$ cat config.mk
export PLATFORM = sky130hd
export DESIGN_NAME = fp_addsub_param
export DESIGN_NICKNAME = d
export VERILOG_FILES = /design/src/rtl/fp_addsub_pkg.sv /design/src/rtl/fp_round.sv /design/src/rtl/fp_addsub_param.sv
export SDC_FILE = /design/constraint.sdc
export NUM_CORES = 1
export LEC_CHECK = 0
export CAP_MARGIN = 25
export CORE_AREA = 8 8 170 172
export CTS_CLUSTER_SIZE = 24
export DETAILED_ROUTE_END_ITERATION = 12
export DIE_AREA = 0 0 178 180
export PLACE_DENSITY = 0.78
export SETUP_SLACK_MARGIN = 0.2
export SYNTH_ARGS = -nofsm -noshare
export SYNTH_HDL_FRONTEND = slang
export SYNTH_SLANG_ARGS = --single-unit
$ cat constraint.sdc
create_clock -name clk -period 7 [get_ports clk]
set_input_delay 1.4 -clock clk [delete_from_list [all_inputs] [get_ports clk]]
set_output_delay 1.4 -clock clk [all_outputs]
set_load 0.02 [all_outputs]
$ cat src/rtl/fp_addsub_pkg.sv
// fp_addsub_pkg: shared FSM states, rounding modes, flag indices and format helpers for fp_addsub_param
package fp_addsub_pkg;
  localparam logic [3:0] S_IDLE    = 4'd0;
  localparam logic [3:0] S_UNPACK  = 4'd1;
  localparam logic [3:0] S_SPECIAL = 4'd2;
  localparam logic [3:0] S_ALIGN   = 4'd3;
  localparam logic [3:0] S_ADD     = 4'd4;
  localparam logic [3:0] S_NORM    = 4'd5;
  localparam logic [3:0] S_ROUND   = 4'd6;
  localparam logic [3:0] S_PACK    = 4'd7;
  localparam logic [3:0] S_DONE    = 4'd8;
  localparam logic [1:0] RM_RNE = 2'd0;
  localparam logic [1:0] RM_RTZ = 2'd1;
  localparam logic [1:0] RM_RUP = 2'd2;
  localparam logic [1:0] RM_RDN = 2'd3;
  localparam int FLAG_INV = 2;
  localparam int FLAG_OVF = 1;
  localparam int FLAG_INX = 0;
  function automatic int bias(input int exp_w);
    return (1 << (exp_w - 1)) - 1;
  endfunction
  function automatic logic [127:0] qnan(input int exp_w, input int man_w);
    return (((128'd1 << exp_w) - 128'd1) << man_w) | (128'd1 << (man_w - 1));
  endfunction
endpackage

$ cat src/rtl/fp_round.sv
// fp_round: combinational round-to-nearest-even / directed rounding incrementer
module fp_round
  import fp_addsub_pkg::*;
#(
  parameter int MAN_W = 23
) (
  input  logic [MAN_W:0] sig,
  input  logic           g,
  input  logic           r,
  input  logic           s,
  input  logic           sign,
  input  logic [1:0]     mode,
  output logic [MAN_W:0] rounded,
  output logic           carry,
  output logic           inexact
);
  logic inc;
  assign inexact = g | r | s;
  always_comb
    inc = mode == RM_RTZ ? 1'b0 :
          mode == RM_RUP ? !sign && inexact :
          mode == RM_RDN ? sign && inexact :
          g && (r || s || sig[0]);
  assign {carry, rounded} = {1'b0, sig} + {{(MAN_W + 1){1'b0}}, inc};
endmodule

$ cat src/rtl/fp_addsub_param.sv
// fp_addsub_param: multi-cycle IEEE-754 add/sub with valid/ready, RNE rounding and flags; FP_ADDSUB_RMODE_EN adds an rmode port
module fp_addsub_param
  import fp_addsub_pkg::*;
#(
  parameter int EXP_W = 8,
  parameter int MAN_W = 23,
  localparam int W = 1 + EXP_W + MAN_W
) (
  input  logic         clk,
  input  logic         rst_n,
  input  logic         in_valid,
  output logic         in_ready,
  input  logic [W-1:0] a,
  input  logic [W-1:0] b,
  input  logic         op_sub,
`ifdef FP_ADDSUB_RMODE_EN
  input  logic [1:0]   rmode,
`endif
  output logic         out_valid,
  input  logic         out_ready,
  output logic [W-1:0] result,
  output logic [2:0]   flags
);
  localparam int SW = MAN_W + 4;
  localparam int EW = EXP_W + 2;
  localparam logic signed [EW-1:0] ONE = EW'(1);
  localparam logic signed [EW-1:0] EMAX = EW'(2 * bias(EXP_W) + 1);
  localparam logic signed [EW-1:0] ALIGN_MAX = EW'(MAN_W + 3);
  localparam logic [127:0] QNAN_WIDE = qnan(EXP_W, MAN_W);
  localparam logic [W-1:0] QNAN = QNAN_WIDE[W-1:0];

  logic [3:0] state;
  logic [W-1:0] a_r, b_r;
  logic sub_r, sa, sb, rs, inx, spec;
  logic [1:0] mode;
  logic signed [EW-1:0] ea, eb, re, diff;
  logic [SW-1:0] ma, mb, mag;
  logic [SW:0] rm, sum;
  logic ge, cancel;
  logic [EXP_W-1:0] exp_a, exp_b, pexp;
  logic [MAN_W-1:0] frac_a, frac_b;
  logic sbe, nan_a, nan_b, inf_a, inf_b, zero_a, zero_b, spec_hit, ovf, sat;
  logic [W-1:0] sres, pres;
  logic [2:0] sflg, pflg;
  logic [MAN_W:0] rnd;
  logic rc, rinx;

  assign in_ready = state == S_IDLE;
  assign out_valid = state == S_DONE;

  assign exp_a = a_r[W-2:MAN_W];
  assign exp_b = b_r[W-2:MAN_W];
  assign frac_a = a_r[MAN_W-1:0];
  assign frac_b = b_r[MAN_W-1:0];
  assign sbe = b_r[W-1] ^ sub_r;
  assign nan_a = &exp_a && |frac_a;
  assign nan_b = &exp_b && |frac_b;
  assign inf_a = &exp_a && !(|frac_a);
  assign inf_b = &exp_b && !(|frac_b);
  assign zero_a = !(|a_r[W-2:0]);
  assign zero_b = !(|b_r[W-2:0]);

  // Special operands bypass the arithmetic pipeline entirely
  always_comb begin
    sflg = '0;
    sflg[FLAG_INV] = inf_a && inf_b && (a_r[W-1] != sbe);
    spec_hit = nan_a || nan_b || inf_a || inf_b || zero_a || zero_b;
    sres = (nan_a || nan_b || sflg[FLAG_INV]) ? QNAN :
           inf_a ? a_r :
           inf_b ? {sbe, b_r[W-2:0]} :
           (zero_a && zero_b) ? {a_r[W-1] & sbe, {(W-1){1'b0}}} :
           zero_a ? {sbe, b_r[W-2:0]} : a_r;
  end

  assign diff = ea - eb;
  assign ge = ma >= mb;
  assign sum = {1'b0, ma} + {1'b0, mb};
  assign mag = ge ? ma - mb : mb - ma;
  assign cancel = (sa != sb) && (ma == mb);

  fp_round #(.MAN_W(MAN_W)) u_round (
    .sig(rm[SW-1:3]),
    .g(rm[2]),
    .r(rm[1]),
    .s(rm[0]),
    .sign(rs),
    .mode(mode),
    .rounded(rnd),
    .carry(rc),
    .inexact(rinx)
  );

  // Overflow saturates to max finite when the mode rounds toward zero for this sign
  always_comb begin
    pflg = '0;
    ovf = re >= EMAX;
    sat = mode == RM_RTZ || (mode == RM_RUP && rs) || (mode == RM_RDN && !rs);
    pflg[FLAG_OVF] = ovf;
    pflg[FLAG_INX] = ovf | inx;
    pexp = rm[SW-1] ? re[EXP_W-1:0] : '0;
    pres = !ovf ? {rs, pexp, rm[SW-2:3]} :
           sat ? {rs, {(EXP_W-1){1'b1}}, 1'b0, {MAN_W{1'b1}}} :
           {rs, {EXP_W{1'b1}}, {MAN_W{1'b0}}};
  end

  always_ff @(posedge clk) begin
    if (!rst_n) begin
      state <= S_IDLE;
      result <= '0;
      flags <= '0;
    end else begin
      case (state)
        S_IDLE: if (in_valid) begin
          a_r <= a;
          b_r <= b;
          sub_r <= op_sub;
`ifdef FP_ADDSUB_RMODE_EN
          mode <= rmode;
`else
          mode <= RM_RNE;
`endif
          state <= S_UNPACK;
        end
        S_UNPACK: begin
          sa <= a_r[W-1];
          sb <= sbe;
          ea <= (|exp_a) ? {2'b00, exp_a} : ONE;
          eb <= (|exp_b) ? {2'b00, exp_b} : ONE;
          ma <= {|exp_a, frac_a, 3'b000};
          mb <= {|exp_b, frac_b, 3'b000};
          state <= S_SPECIAL;
        end
        S_SPECIAL: begin
          spec <= spec_hit;
          if (spec_hit) begin
            result <= sres;
            flags <= sflg;
            state <= S_PACK;
          end else begin
            if (eb > ea) begin
              {sa, sb} <= {sb, sa};
              {ea, eb} <= {eb, ea};
              {ma, mb} <= {mb, ma};
            end
            state <= S_ALIGN;
          end
        end
        S_ALIGN:
          if (diff > ALIGN_MAX) begin
            mb <= {{(SW-1){1'b0}}, |mb};
            eb <= ea;
            state <= S_ADD;
          end else if (diff == '0) state <= S_ADD;
          else begin
            mb <= {1'b0, mb[SW-1:2], mb[1] | mb[0]};
            eb <= eb + ONE;
          end
        S_ADD: begin
          rm <= sa == sb ? sum : {1'b0, mag};
          rs <= cancel ? mode == RM_RDN : (sa == sb || ge) ? sa : sb;
          re <= cancel ? ONE : ea;
          state <= S_NORM;
        end
        S_NORM:
          if (rm[SW] || re < ONE) begin
            rm <= {1'b0, rm[SW:2], rm[1] | rm[0]};
            re <= re + ONE;
          end else if (!rm[SW-1] && re > ONE) begin
            rm <= {rm[SW-1:0], 1'b0};
            re <= re - ONE;
          end else state <= S_ROUND;
        S_ROUND: begin
          rm <= rc ? {2'b01, {MAN_W{1'b0}}, 3'b000} : {1'b0, rnd, 3'b000};
          re <= rc ? re + ONE : re;
          inx <= rinx;
          state <= S_PACK;
        end
        S_PACK: begin
          if (!spec) begin
            result <= pres;
            flags <= pflg;
          end
          state <= S_DONE;
        end
        S_DONE: if (out_ready) state <= S_IDLE;
        default: state <= S_IDLE;
      endcase
    end
  end
endmodule

# Word-level counts from Yosys, hierarchy flattened
# Index checks and enable logic that the tools add are counted.
[op_classes]
eq_ne = 24
n_addsub = 8
mux = 57
n_bitwise = 7
n_lt_le_gt_ge = 6
n_reduce_logical = 50
[ops]
columns = ["op", "count"]
rows = [
  ["$mux 32", 7],
  ["$mux 27", 8],
  ["$mux 10", 10],
  ["$mux 28", 3],
  ["$pmux 28 s3", 1],
  ["$pmux 27 s3", 1],
  ["$pmux 32 s2", 1],
  ["$reduce_or 31->1", 2],
  ["$pmux 10 s3", 2],
  ["$pmux 27 s2", 1],
  ["$sub 27x27->27", 2],
  ["$reduce_or 23->1", 2],
  ["$pmux 4 s9", 1],
  ["$mux 31", 1],
  ["$add 27x27->28", 1],
  ["$eq 27x27->1", 1],
  ["$ge 27x27->1", 1],
  ["$reduce_or 27->1", 1],
  ["$add 24x1->25", 1],
  ["$mux 4", 6],
  ["$mux 8", 3],
  ["$add 10x2->10 const B", 2],
  ["$pmux 10 s2", 1],
  ["$eq 4x3->1 const B", 4],
  ["other kinds (35)", 89],
]
[word_totals]
word_cells = 169
regBits = 221
out_inout_bits = 37

# Logic depth before layout (Yosys ltp)
[logic_depth]
word_depth = 9
mapped_depth = 16
ltp_nobuf = 13

# Hierarchy
# Synthesis repeated with hierarchy kept, for this count alone.
[unflattened]
hier_cells = 1706
area_unflattened_um2 = 15574.9
[modules_own_cells]
columns = ["module", "seq_area_each_um2", "instances", "cells_per_inst", "area_per_inst_um2"]
rows = [
  ["fp_addsub_param", 6246.0, 1, 1634, 15050.7],
  ["fp_round", 0.0, 1, 72, 524.3],
]

# Least setup slack after synthesis
# OpenSTA, ideal clock, no wires.
[synth_timing]
kind = "register to register"
start = "reg eb[2]"
end = "reg ea[0], enable pin"
t_arrival_ps = 4537
path_slack_ps = 1979
setup_ps = 484
stages_incl_launch_ff = 13
path_cell_list = "edfxtp_1 inv_1 ha_1 nor2b_1 o21ai_0 a21oi_1 o21ai_1 a21oi_1 o21ai_0 a22oi_1 nor2b_1 a21oi_1 nor3_1"
[synth_via]
elab_chain_cells = 3
[synth_rtl]
columns = ["element", "line", "source"]
rows = [
  ["from (decl)", "fp_addsub_param.sv:36", "logic signed [EW-1:0] ea, eb, re, diff;"],
  ["from (signal assigned)", "fp_addsub_param.sv:128", "eb <= (|exp_b) ? {2'b00, exp_b} : ONE;"],
  ["from (signal assigned)", "fp_addsub_param.sv:142", "{ea, eb} <= {eb, ea};"],
  ["from (signal assigned)", "fp_addsub_param.sv:156", "eb <= eb + ONE;"],
  ["$gt 10x10->1", "fp_addsub_param.sv:140", "if (eb > ea) begin"],
  ["$ne 2x2->1 (no source line)", "n/a", ""],
  ["$reduce_and 4->1 (no source line)", "n/a", ""],
  ["to (signal assigned)", "fp_addsub_param.sv:127", "ea <= (|exp_a) ? {2'b00, exp_a} : ONE;"],
  ["to (signal assigned)", "fp_addsub_param.sv:142", ""],
  ["to (decl)", "fp_addsub_param.sv:36", ""],
]
# No other way between the ends.
# A chain may end at the register's enable or synchronous reset.

# Worst setup path after layout
[layout_timing]
start = "reg mb[23]"
end = "reg rm[26], data pin"
[layout_via]
elab_chain_cells = 4
elab_cells_between_ends = 7
classes_between = "3 x add/sub; 1 x order compare; 3 x mux"
[layout_rtl]
columns = ["element", "line", "source"]
rows = [
  ["from (decl)", "fp_addsub_param.sv:37", "logic [SW-1:0] ma, mb, mag;"],
  ["from (signal assigned)", "fp_addsub_param.sv:130", "mb <= {|exp_b, frac_b, 3'b000};"],
  ["from (signal assigned)", "fp_addsub_param.sv:143", "{ma, mb} <= {mb, ma};"],
  ["from (signal assigned)", "fp_addsub_param.sv:150", "mb <= {{(SW-1){1'b0}}, |mb};"],
  ["$sub 27x27->27 / $ge 27x27->1 (equally long branches)", "fp_addsub_param.sv:78, fp_addsub_param.sv:76", ""],
  ["$mux 27", "fp_addsub_param.sv:78", "assign mag = ge ? ma - mb : mb - ma;"],
  ["$mux 28 (*)", "fp_addsub_param.sv:159", "rm <= sa == sb ? sum : {1'b0, mag};"],
  ["$pmux 28 s3 (*)", "fp_addsub_param.sv:112", "case (state)"],
  ["to (signal assigned)", "fp_addsub_param.sv:159", ""],
  ["to (signal assigned)", "fp_addsub_param.sv:166", "rm <= {1'b0, rm[SW:2], rm[1] | rm[0]};"],
  ["to (signal assigned)", "fp_addsub_param.sv:169", "rm <= {rm[SW-1:0], 1'b0};"],
  ["to (decl)", "fp_addsub_param.sv:38", "logic [SW:0] rm, sum;"],
]
# Every way passes the cells marked *; elsewhere a longest branch is shown, timed or not.

==> results_dict.tcl <==
set metrics [dict create \
    outcome "complete, no violations" \
    ys_dominant_reg_cell "edfxtp_1" \
    io-pin-count 106 \
    track_usage_pct 31.3 \
    cts_resized 0 \
    post-synth-top-count-cell "nand2_1" \
    antenna_found_initial 0 \
    synth_commonest_cells "189 x nand2_1, 182 x edfxtp_1, 141 x a21oi_1, 133 x nor2_1, 120 x o21ai_0" \
    synth_fp_nets 1886 \
    setup-tns-final_ns 0 \
    report.final.hold_viol_count 0 \
    route.detailed.drc 0 \
    postCtsSetupRepairBufs 0 \
    rsz_0062_raised_after_global_routing "no" \
    gp_routability_congestion 1.01 \
    first_pass_iteration_count_of_the_detailed_router 8 \
    port_buffer_cells 105 \
    vias_per_cell 6.68 \
    post_synth_main_area_contributors "edfxtp_1 35%, ha_1 7.8%, dfxtp_1 5.0%" \
    end_kind "register" \
    worst_ir_drop_vdd_mv 0.211 \
    worst_slew_pin_slew_ns 0.976 \
    dpl_worst_slack_ns 2.73 \
    tritoncts.num_buffers 24 \
    clock_tree.htree_level_count 1 \
    drive_gt1_share_pct 5.68 \
    synth_top_area_share_pct 35.3 \
    critical_path_class "register to register" \
    final_power_uw 4080 \
    finalSetupViolations 0 \
    ys_seq_elements 221 \
    floorplan.core_area_mm2 0.0264 \
    synthDominantAreaCellType "edfxtp_1" \
    drt.antenna.violating_nets 0 \
    final_setup_skew_ns 0.0231 \
    clk_pin_slew_ns 0.06 \
    die-area_mm2 0.0320 \
    grt-ovfl-total 0 \
    detailed_placement_hpwl_um 39700 \
    final_core_utilization_pct 66.3 \
    timing.hold.worst.class "register to register" \
    cts-hold-fix-buffers 0 \
    wire_per_inst_um 24.4 \
    design.final.nets 1931 \
    timing.critical_path.required_ns 7.28 \
    global_route_wire_length_before_repair_um 77500 \
    critPathArrivalTime_ns 4.70 \
    finalCritPeriodShare_pct 63.1 \
    syn_to_final_growth_pct 12.7 \
    max_freq_mhz 226 \
    critPathMaxFanout 22 \
    synth-warning-count 0 \
    vias 14159 \
    tritoncts "done" \
    postSynth.asyncResetShare_pct 0 \
    synth_cell_type_count 86 \
    routed_wirelength_um 51800 \
    die_width_um 178 \
    netlist_instances 1717 \
    layout.filler_cells 2142 \
    power_density_of_the_placed_cells_mw_per_mm2 233 \
    drtIter0Drc 1949 \
    layout_setup_ws_ns 2.58 \
    ys_seq_area_share_pct 40.3 \
    slew_viol_final 0 \
    cts_sinks 221 \
    timing.max_slew.rel_slack_pct 34.8 \
    vias_in_the_first_global_route 12943 \
    postSynthAreaPerCell_um2 9.03 \
    cell_row_count 60 \
    floorplan.die.height_um 180 \
    insertion_delay_ns 0.55 \
    synth-edff-count 182 \
    cts-root-buf "clkbuf_16" \
    worstSetupStartpointType "register" \
    clock_tree.buffer_depth 3 \
    period_minus_slack_ns 4.42 \
    hold_ws_ns 0.495 \
    grt_start_max_net_pins 74 \
    cellLeakagePower_uw 0.00651 \
    initial_core_util_pct 58.8 \
    netlist_area_mm2 0.0155 \
    timing.max_cap.violations 0 \
]
==> through the flow <==
| step | instance area, um^2 | cells |
|---|---|---|
| floorplan | 15500 | 1717 |
| global placement | 16700 | 2076 |
| detailed placement | 16700 | 2076 |
| CTS | 17400 | 2117 |
| global route | 17500 | 2118 |
| finish | 17500 | 2119 |
==> kinds of logic (layout without fill, tap and decap cells) <==
kind of cell	after synthesis	after routing	share of synthesized area, %
AO/OA/AOI/OAI	523	523	22.0
XOR/XNOR	63	63	3.56
adder cells (fa/ha/maj)	100	100	8.27
buffers and inverters	207	267	5.45
flip-flops	221	221	40.3
multiplexers	52	52	3.46
other	0	1	0
AND/OR/NAND/NOR	551	551	17.0
==> layout make-up <==
class	count	area, um^2	share of cell area (%)
antenna	1	2.50	0.0143
clock buffer	32	641	3.67
multi-input combinational	1289	8460	48.4
tap	341	427	2.44
clock inverter	9	100	0.573
timing repair buffer	123	1210	6.90
sequential	221	6250	35.8
inverter	103	387	2.21
==> registers in the layout, indices dropped and copies added (netlist names) <==
signal and flops:
spec 1, a_r 32, inx 1, ea 10, mb 27, sb 1
b_r 32, result 32, flags 3, re 10, eb 10, sa 1
ma 27, rs 1, state 4, sub_r 1, rm 28
==> worst max-delay path: stages, from the launching register on <==
cell and delay, ns:
edfxtp_1 0.50, ha_1 0.56, nand4_2 0.25, nor3_1 0.09
a221o_1 0.35, nor3b_2 0.51, nand2_2 0.51, a2111oi_0 0.54
o31a_1 0.19, o221ai_1 0.14, o21ai_0 0.16, or3b_1 0.34
==> final timing paths <==
check	from	to	slack [ns]	cells after the start
worst max register to register	mb[23]	rm[26]	2.58	11
worst min-delay path	result[7]	result[7]	0.49	2
worst max-delay path	mb[23]	rm[26]	2.58	11
worst min register to register	result[7]	result[7]	0.49	2
==> metal layers <==
metal	up-vias	wire length, um	part of all wire, %	track usage (%)
li1	6429	-	-	-
met1	6764	23000	44	47.7
met2	884	20500	40	41.4
met3	80	6130	12	7.52
met4	2	2040	3.9	11.3
met5	-	104	0.20	2.56
==> cells in the final DEF, fill, tap and decap left out, types with 13 or more instances in the layout <==
cell type | synthesis | layout
a211oi_1 | 36 | 36
a21o_1 | 27 | 27
a21oi_1 | 141 | 140
a22oi_1 | 28 | 28
a31oi_1 | 17 | 16
buf_4 | 7 | 17
clkbuf_16 | 0 | 24
clkdlybuf4s50_1 | 0 | 105
dfxtp_1 | 39 | 39
edfxtp_1 | 182 | 182
ha_1 | 96 | 96
inv_1 | 100 | 100
mux2i_1 | 43 | 43
nand2_1 | 189 | 188
nand2b_1 | 17 | 17
nand3_1 | 42 | 42
nand4_1 | 24 | 24
nor2_1 | 133 | 131
nor2b_1 | 15 | 15
nor3_1 | 35 | 33
nor4_1 | 26 | 26
o21ai_0 | 120 | 120
o221ai_1 | 21 | 21
or3_1 | 14 | 13
xnor2_1 | 42 | 41
xor2_1 | 21 | 20
==> where the power goes <==
| group | total, uW | switching [uW] | internal (uW) |
|---|---|---|---|
| Clock | 1210 | 527 | 683 |
| Sequential | 1670 | 110 | 1560 |
| Combinational | 1190 | 749 | 446 |
| Total | 4080 | 1390 | 2690 |
Power figures use the tool's default switching activity.
